===== src/rtl/fsm_cfg_bridge_pkg.sv =====
// Shared definitions for the fsm_overlay configuration bridge: register map,
// CTRL/STATUS bit positions, bus widths and FSM state encodings.
package fsm_overlay_pkg;

  localparam int BUS_ADDR_BITS = 5;
  localparam int BUS_DATA_BITS = 32;

  // Register index is mem_addr[4:2]
  localparam logic [2:0] REG_CTRL   = 3'd0;
  localparam logic [2:0] REG_CFG    = 3'd1;
  localparam logic [2:0] REG_INPUT  = 3'd2;
  localparam logic [2:0] REG_STATUS = 3'd3;
  localparam logic [2:0] REG_MATCH  = 3'd4;
  localparam logic [2:0] REG_TCNT   = 3'd5;

  localparam int CTRL_EN        = 0;
  localparam int CTRL_COMMIT    = 1;
  localparam int CTRL_SOFT_RST  = 2;
  localparam int CTRL_IRQ_EN    = 3;

  localparam int STAT_MATCH     = 0;
  localparam int STAT_PENDING   = 1;
  localparam int STAT_SOFT_RST  = 2;
  localparam int STAT_STATE_LSB = 8;

  typedef enum logic {
    CMT_IDLE    = 1'b0,
    CMT_PENDING = 1'b1
  } commit_state_t;

  typedef enum logic {
    SRST_IDLE   = 1'b0,
    SRST_ACTIVE = 1'b1
  } srst_state_t;

endpackage


===== src/rtl/fsm_cfg_bridge_if.sv =====
// PicoRV32 native memory bus as seen by the bridge (decode hit included).
interface fsm_cfg_bridge_if;
  import fsm_overlay_pkg::*;

  logic                     mem_valid;
  logic                     mem_sel;
  logic [BUS_ADDR_BITS-1:0] mem_addr;
  logic [BUS_DATA_BITS-1:0] mem_wdata;
  logic [3:0]               mem_wstrb;
  logic                     mem_ready;
  logic [BUS_DATA_BITS-1:0] mem_rdata;

  modport master (
    output mem_valid, mem_sel, mem_addr, mem_wdata, mem_wstrb,
    input  mem_ready, mem_rdata
  );

  modport slave (
    input  mem_valid, mem_sel, mem_addr, mem_wdata, mem_wstrb,
    output mem_ready, mem_rdata
  );
endinterface


===== src/rtl/fsm_cfg_bridge_trans_counter.sv =====
// Saturating counter of value changes on a sampled bus; clear beats increment.
module fsm_trans_counter #(
  parameter int DATA_BITS = 4,
  parameter int CNT_BITS  = 16
) (
  input  logic                 clk,
  input  logic                 rst_n,
  input  logic [DATA_BITS-1:0] sample,
  input  logic                 enable,
  input  logic                 clear,
  output logic [CNT_BITS-1:0]  count
);

  logic [DATA_BITS-1:0] sample_reg;
  logic [CNT_BITS-1:0]  count_reg;
  logic [CNT_BITS-1:0]  count_next;
  logic                 change;

  assign change = (sample != sample_reg);

  always_comb begin
    count_next = count_reg;
    if (clear) begin
      count_next = '0;
    end else if (change && enable && (count_reg != '1)) begin
      count_next = count_reg + 1'b1;
    end
  end

  always_ff @(posedge clk or negedge rst_n) begin
    if (!rst_n) begin
      sample_reg <= '0;
      count_reg  <= '0;
    end else begin
      sample_reg <= sample;
      count_reg  <= count_next;
    end
  end

  assign count = count_reg;

endmodule


===== src/rtl/fsm_cfg_bridge.sv =====
// CPU-facing bridge for fsm_overlay: shadowed config with explicit commit,
// timed soft reset, transition counting and a sticky state-match interrupt.
module fsm_cfg_bridge
  import fsm_overlay_pkg::*;
#(
  parameter int STATE_BITS = 4,
  parameter int INPUT_BITS = 8,
  parameter int CNT_BITS   = 16,
  parameter int RST_CYCLES = 4
) (
  input  logic                  clk,
  input  logic                  rst_n,
  fsm_cfg_bridge_if.slave       bus,
  input  logic [STATE_BITS-1:0] fsm_state,
  output logic [STATE_BITS-1:0] fsm_config,
  output logic [INPUT_BITS-1:0] fsm_input,
  output logic                  fsm_rst_n,
  output logic                  irq
);

  localparam int                 RC_BITS = $clog2(RST_CYCLES + 1);
  localparam logic [RC_BITS-1:0] RC_LOAD = RC_BITS'(RST_CYCLES);
  localparam logic [RC_BITS-1:0] RC_LAST = RC_BITS'(1);

  logic                  ready_reg;
  logic [31:0]           rdata_reg;
  logic [31:0]           rdata_next;
  logic                  rst_done_reg;

  logic                  en_reg;
  logic                  irq_en_reg;
  logic [STATE_BITS-1:0] cfg_reg;
  logic [INPUT_BITS-1:0] input_reg;
  logic [STATE_BITS-1:0] match_reg;
  logic [STATE_BITS-1:0] fsm_config_reg;
  logic                  match_flag_reg;
  logic                  match_flag_next;

  commit_state_t         cmt_reg, cmt_next;
  logic                  cfg_apply;
  srst_state_t           srst_reg, srst_next;
  logic [RC_BITS-1:0]    rcnt_reg, rcnt_next;
  logic                  soft_active;

  logic                  req;
  logic                  wr;
  logic                  rd;
  logic [2:0]            reg_idx;
  logic [31:0]           byte_mask;
  logic                  ctrl_byte0_wr;
  logic                  commit_wr;
  logic                  soft_wr;
  logic                  status_w1c;
  logic                  tcnt_clr;
  logic                  match_set;
  logic [CNT_BITS-1:0]   tcnt;
  logic                  unused_addr;

  function automatic logic [31:0] merge_word(input logic [31:0] old_val,
                                             input logic [31:0] new_val,
                                             input logic [31:0] mask);
    return (old_val & ~mask) | (new_val & mask);
  endfunction

  // A request is never re-sampled in its own ack cycle, so a held mem_valid
  // cannot produce a second transfer.
  assign req         = bus.mem_valid & bus.mem_sel & ~ready_reg;
  assign wr          = req & (|bus.mem_wstrb);
  assign rd          = req & ~(|bus.mem_wstrb);
  assign reg_idx     = bus.mem_addr[4:2];
  assign unused_addr = ^bus.mem_addr[1:0];

  genvar gi;
  generate
    for (gi = 0; gi < 4; gi++) begin : g_byte_mask
      assign byte_mask[8*gi +: 8] = {8{bus.mem_wstrb[gi]}};
    end
  endgenerate

  assign ctrl_byte0_wr = wr & (reg_idx == REG_CTRL) & bus.mem_wstrb[0];
  assign commit_wr     = ctrl_byte0_wr & bus.mem_wdata[CTRL_COMMIT];
  assign soft_wr       = ctrl_byte0_wr & bus.mem_wdata[CTRL_SOFT_RST];
  assign status_w1c    = wr & (reg_idx == REG_STATUS) & bus.mem_wstrb[0]
                         & bus.mem_wdata[STAT_MATCH];
  assign tcnt_clr      = wr & (reg_idx == REG_TCNT);

  assign soft_active   = (srst_reg == SRST_ACTIVE);

  // Commit FSM: config is held back while the overlay sits in soft reset
  always_comb begin
    cmt_next  = cmt_reg;
    cfg_apply = 1'b0;
    if (cmt_reg == CMT_PENDING && !soft_active) begin
      cfg_apply = 1'b1;
      cmt_next  = CMT_IDLE;
    end
    if (commit_wr) begin
      cmt_next = CMT_PENDING;
    end
  end

  always_ff @(posedge clk or negedge rst_n) begin
    if (!rst_n) begin
      cmt_reg <= CMT_IDLE;
    end else begin
      cmt_reg <= cmt_next;
    end
  end

  // Soft-reset FSM: a new request while active reloads the full pulse length
  always_comb begin
    srst_next = srst_reg;
    rcnt_next = rcnt_reg;
    if (soft_wr) begin
      srst_next = SRST_ACTIVE;
      rcnt_next = RC_LOAD;
    end else if (srst_reg == SRST_ACTIVE) begin
      if (rcnt_reg == RC_LAST) begin
        srst_next = SRST_IDLE;
        rcnt_next = '0;
      end else begin
        rcnt_next = rcnt_reg - 1'b1;
      end
    end
  end

  always_ff @(posedge clk or negedge rst_n) begin
    if (!rst_n) begin
      srst_reg <= SRST_IDLE;
      rcnt_reg <= '0;
    end else begin
      srst_reg <= srst_next;
      rcnt_reg <= rcnt_next;
    end
  end

  assign match_set       = en_reg & (fsm_state == match_reg) & ~soft_active;
  assign match_flag_next = match_set | (match_flag_reg & ~status_w1c);

  always_comb begin
    rdata_next = '0;
    if (rd) begin
      case (reg_idx)
        REG_CTRL: begin
          rdata_next[CTRL_EN]     = en_reg;
          rdata_next[CTRL_IRQ_EN] = irq_en_reg;
        end
        REG_CFG:   rdata_next[STATE_BITS-1:0] = cfg_reg;
        REG_INPUT: rdata_next[INPUT_BITS-1:0] = input_reg;
        REG_STATUS: begin
          rdata_next[STAT_MATCH]                     = match_flag_reg;
          rdata_next[STAT_PENDING]                   = (cmt_reg == CMT_PENDING);
          rdata_next[STAT_SOFT_RST]                  = soft_active;
          rdata_next[STAT_STATE_LSB +: STATE_BITS]   = fsm_state;
        end
        REG_MATCH: rdata_next[STATE_BITS-1:0] = match_reg;
        REG_TCNT:  rdata_next[CNT_BITS-1:0]   = tcnt;
        default:   rdata_next = '0;
      endcase
    end
  end

  always_ff @(posedge clk or negedge rst_n) begin
    if (!rst_n) begin
      ready_reg      <= 1'b0;
      rdata_reg      <= '0;
      rst_done_reg   <= 1'b0;
      en_reg         <= 1'b0;
      irq_en_reg     <= 1'b0;
      cfg_reg        <= '0;
      input_reg      <= '0;
      match_reg      <= '0;
      fsm_config_reg <= '0;
      match_flag_reg <= 1'b0;
    end else begin
      ready_reg      <= req;
      rdata_reg      <= rdata_next;
      rst_done_reg   <= 1'b1;
      match_flag_reg <= match_flag_next;
      if (cfg_apply) begin
        fsm_config_reg <= cfg_reg;
      end
      if (wr) begin
        case (reg_idx)
          REG_CTRL: begin
            if (bus.mem_wstrb[0]) begin
              en_reg     <= bus.mem_wdata[CTRL_EN];
              irq_en_reg <= bus.mem_wdata[CTRL_IRQ_EN];
            end
          end
          REG_CFG:   cfg_reg   <= STATE_BITS'(merge_word(32'(cfg_reg), bus.mem_wdata, byte_mask));
          REG_INPUT: input_reg <= INPUT_BITS'(merge_word(32'(input_reg), bus.mem_wdata, byte_mask));
          REG_MATCH: match_reg <= STATE_BITS'(merge_word(32'(match_reg), bus.mem_wdata, byte_mask));
          default: ;
        endcase
      end
    end
  end

  fsm_trans_counter #(
    .DATA_BITS (STATE_BITS),
    .CNT_BITS  (CNT_BITS)
  ) u_trans_counter (
    .clk    (clk),
    .rst_n  (rst_n),
    .sample (fsm_state),
    .enable (~soft_active),
    .clear  (tcnt_clr),
    .count  (tcnt)
  );

  assign bus.mem_ready = ready_reg;
  assign bus.mem_rdata = rdata_reg;
  assign fsm_config    = fsm_config_reg;
  assign fsm_input     = en_reg ? input_reg : '0;
  // Deassertion is synchronous via rst_done_reg; assertion follows rst_n at once
  assign fsm_rst_n     = rst_n & rst_done_reg & ~soft_active;
  assign irq           = match_flag_reg & irq_en_reg;

endmodule

===== src/flat_wrapper.sv =====
// flat-port wrapper written by rule: the top's interface ports become plain ports
module fsm_cfg_bridge_flat import fsm_overlay_pkg::*;
#(
  parameter int STATE_BITS = 4,
  parameter int INPUT_BITS = 8,
  parameter int CNT_BITS   = 16,
  parameter int RST_CYCLES = 4
)
  (clk, rst_n, fsm_state, fsm_config, fsm_input, fsm_rst_n, irq, bus_mem_valid, bus_mem_sel, bus_mem_addr, bus_mem_wdata, bus_mem_wstrb, bus_mem_ready, bus_mem_rdata);
  fsm_cfg_bridge_if bus_i ();
  input  logic clk;
  input  logic rst_n;
  input  logic [STATE_BITS-1:0] fsm_state;
  output logic [STATE_BITS-1:0] fsm_config;
  output logic [INPUT_BITS-1:0] fsm_input;
  output logic fsm_rst_n;
  output logic irq;
  input wire logic [$bits(bus_i.mem_valid)-1:0] bus_mem_valid;
  input wire logic [$bits(bus_i.mem_sel)-1:0] bus_mem_sel;
  input wire logic [$bits(bus_i.mem_addr)-1:0] bus_mem_addr;
  input wire logic [$bits(bus_i.mem_wdata)-1:0] bus_mem_wdata;
  input wire logic [$bits(bus_i.mem_wstrb)-1:0] bus_mem_wstrb;
  output wire logic [$bits(bus_i.mem_ready)-1:0] bus_mem_ready;
  output wire logic [$bits(bus_i.mem_rdata)-1:0] bus_mem_rdata;
  assign bus_i.mem_valid = bus_mem_valid;
  assign bus_i.mem_sel = bus_mem_sel;
  assign bus_i.mem_addr = bus_mem_addr;
  assign bus_i.mem_wdata = bus_mem_wdata;
  assign bus_i.mem_wstrb = bus_mem_wstrb;
  assign bus_mem_ready = bus_i.mem_ready;
  assign bus_mem_rdata = bus_i.mem_rdata;
  fsm_cfg_bridge #(.STATE_BITS(STATE_BITS), .INPUT_BITS(INPUT_BITS), .CNT_BITS(CNT_BITS), .RST_CYCLES(RST_CYCLES)) u_core (.clk(clk), .rst_n(rst_n), .bus(bus_i), .fsm_state(fsm_state), .fsm_config(fsm_config), .fsm_input(fsm_input), .fsm_rst_n(fsm_rst_n), .irq(irq));
endmodule

===== config.mk =====
export PLATFORM = sky130hd
export DESIGN_NAME = fsm_cfg_bridge_flat
export DESIGN_NICKNAME = d
export VERILOG_FILES = /design/src/rtl/fsm_cfg_bridge_pkg.sv /design/src/rtl/fsm_cfg_bridge_if.sv /design/src/rtl/fsm_cfg_bridge_trans_counter.sv /design/src/rtl/fsm_cfg_bridge.sv /design/src/flat_wrapper.sv
export SDC_FILE = /design/constraint.sdc
export NUM_CORES = 1
export LEC_CHECK = 0
export CAP_MARGIN = 20
export CORE_UTILIZATION = 40
export CTS_CLUSTER_SIZE = 20
export DETAILED_ROUTE_END_ITERATION = 16
export PLACE_DENSITY = 0.72
export SLEW_MARGIN = 20
export SYNTH_ARGS = -nofsm -noshare
export SYNTH_HDL_FRONTEND = slang
export SYNTH_SLANG_ARGS = --single-unit

===== constraint.sdc =====
create_clock -name clk -period 1.71 [get_ports clk]
set_input_delay 0.342 -clock clk [delete_from_list [all_inputs] [get_ports clk]]
set_output_delay 0.342 -clock clk [all_outputs]
set_load 0.05 [all_outputs]

==> flow_summary.json <==
{
  "worst_pin_slew_ns": 0.815,
  "via_per_inst": 5.47,
  "slew_viol_final": 0,
  "cts-root-buf": "clkbuf_8",
  "crit_arrival_ns": 1.94,
  "fp-row-count": 33,
  "synth_common_cells": "dfrtp_1 (66), mux2_2 (24), nor2_1 (19)",
  "skew_ns": 0.0124,
  "synth_area_mm2": 0.00336,
  "num_vias": 2865,
  "ys_warn_count": 0,
  "min_period_ns": 1.66,
  "htree_levels": 3,
  "finalWeightedCongestion": 0.865,
  "grt_pass1_wl_um": 14100,
  "async_flop_share_pct": 100,
  "grt_max_degree": 67,
  "cts.sinks": 66,
  "antenna_found_initial": 0,
  "routed_wl_um": 8550,
  "drive_gt1_share_pct": 37.7,
  "clock_path_buffers": 2,
  "numCtsBuffers": 9,
  "ir_worst_vdd_mv": 0.576,
  "wl_per_cell_um": 16.3,
  "yosys_register_bits": 66,
  "p_leak_nw": 2.20,
  "first_pass_iters": 5,
  "die_area_mm2": 0.00878,
  "end_kind": "flip-flop",
  "yosysUniqueCellTypes": 50,
  "critPathRequiredTime_ns": 1.99,
  "fmaxAchievable_mhz": 603,
  "hold_viol_final": 0,
  "syn_inst": 304,
  "fillers": 691,
  "drt_first_iter_violations": 213,
  "power_density_mw_per_mm2": 1040,
  "synth.area.top_cells": "dfrtp_1 (49%), mux2_2 (8.0%), buf_4 (3.8%)",
  "max_cap_violations": 0,
  "ctsHoldBuffers": 0,
  "yosys.area.top_type": "dfrtp_1",
  "area_growth_pct": 40.9,
  "drcViolationCount": 0,
  "stdcell_area_mm2": 0.00474,
  "path_class": "flip-flop to flip-flop",
  "drtAntennaViolNets": 0,
  "synth_flop_cell": "dfrtp_1",
  "dp_hpwl_um": 6060,
  "grt_use_total_pct": 21.2,
  "start_util_pct": 41.2,
  "rsz0062_at_grt": "true",
  "setup_viol": 0,
  "final-instance-count-excl-fill": 524,
  "run_status": "finished, final reports clean",
  "n_antenna_cell": 0,
  "hold_path_class": "input port to async pin",
  "fin_nets": 466,
  "slew-limit-headroom_pct": 45.7,
  "clk_pin_slew_ns": 0.07,
  "overflow": 0,
  "die_x_um": 93.7,
  "avgSynthCellArea_um2": 11.1,
  "core_mm2": 0.00818,
  "die_height_um": 93.7,
  "startpoint_type": "flip-flop",
  "ys_seq_area_share_pct": 49.1,
  "dp_cells": 506,
  "cts_tree": "built",
  "synth_top_area_share_pct": 49.1,
  "pin_count": 96,
  "yosysMostFrequentCell": "dfrtp_1",
  "hold_ws_ns": 0.188,
  "clock_latency_ns": 0.36,
  "numPortBuffers": 53,
  "cp_max_fo": 7,
  "grt_pass1_vias": 2813,
  "place_area_mm2": 0.00445,
  "fin_crit_sh_pct": 97.0,
  "synth_enable_flop_cells": 0
}
placed cells by master, fill, tap and decap left out, types with 3 or more instances in the layout:
master           Yosys  layout
a21oi_1             13      10
a21oi_2              1       4
a22oi_1             11      11
and2_1               9       9
and3_1               5       4
buf_12               0      14
buf_4               17      76
clkbuf_8             0      11
clkdlybuf4s50_1      0      17
conb_1               2      17
dfrtp_1             66      64
dlygate4sd2_1        0       3
inv_1               10      10
mux2_1               3       3
mux2_2              24      21
mux2_4               0       3
mux2i_1              6       6
nand2_1             17      17
nand2b_1             3       3
nand3_1             10       9
nand4_1              9       9
nor2_1              19      18
nor3_1               4       4
nor4_1               7       7
nor4_4               2       3
o21ai_0              3       3
o31ai_1              6       6
or4_1                7       4
or4_4                0       3
xnor2_2              0       4
xor2_1               3       3
routing by layer:
layer	vias up	wire length, um	track usage [%]
met3	20	480	4.05
met4	0	196	9.10
met2	115	3950	31.8
met5	-	0	0
met1	1420	3930	29.8
li1	1310	-	-
kinds of logic (layout without fill, tap and decap cells):
logic type | count (synthesis) | count (layout) | share of synthesized area [%]
adders and majority gates | 3 | 3 | 1.12
DFF | 66 | 66 | 49.1
xor gates and xnor gates | 8 | 8 | 2.08
buffers and inverters | 39 | 138 | 6.51
and+or+nand+nor | 105 | 105 | 18.9
AOI/OAI and AO/OA | 46 | 47 | 9.78
other | 2 | 17 | 0.223
muxes | 35 | 35 | 12.3
metrics by stage:
stage	util, %	total power, mW	setup TNS, ns	setup WS, ns
after floorplan	-	2.94	-1.05	-0.107
after global routing	58.0	5.23	-0.0298	-0.0298
final	58.0	4.95	0	0.0508
after CTS	57.4	4.89	0	0.0162
after global placement	54.4	3.56	-13.44	-0.435
after detailed placement	54.4	3.61	-14.48	-0.476
critical path, stage by stage, from the launching register on:
cell     delay, ns
dfrtp_1       0.40
xnor2_2       0.16
a41o_2        0.34
or4_1         0.53
a21oi_2       0.15
what timing repair did:
action	in CTS	in global routing
buffers inserted	1	0
gates resized for setup	9	13
gates cloned	1	0
pin swaps	1	4
endpoints found under the setup margin	13	19
final cells by class:
cell class                 instances  area, um2  area share [%]
inverter                          10       37.5           0.792
timing repair buffer             112       1060            22.5
clock inverter                     5       37.5           0.792
tap                              105        131            2.77
multi-input combinational        215       1660            35.1
clock buffer                      11        151            3.19
sequential                        66       1650            34.9
path summary, 6_finish.rpt:
kind	from	endpoint	slack [ns]	cells past startpoint
worst max-delay path	u_core.u_trans_counter.sample_reg[1]$_DFF_PN0_	u_core.u_trans_counter.count[5]$_DFFE_PN0P_	0.05	4
worst min-delay path	rst_n	u_core.rst_done_reg$_DFF_PN0_	0.19	2
worst max register to register	u_core.u_trans_counter.sample_reg[1]$_DFF_PN0_	u_core.u_trans_counter.count[5]$_DFFE_PN0P_	0.05	4
worst min register to register	flip-flop	flip-flop	0.51	1
max in group asynchronous	rst_n	u_core.en_reg$_DFFE_PN0P_	0.94	2
min in group clk	fsm_state[0]	u_core.u_trans_counter.sample_reg[0]$_DFF_PN0_	0.37	2
report_power, final:
part	switching (mW)	internal, mW
Combinational	0.868	0.771
Clock	0.646	0.610
Sequential	0.235	1.82
(Power assumes the default switching activity.)
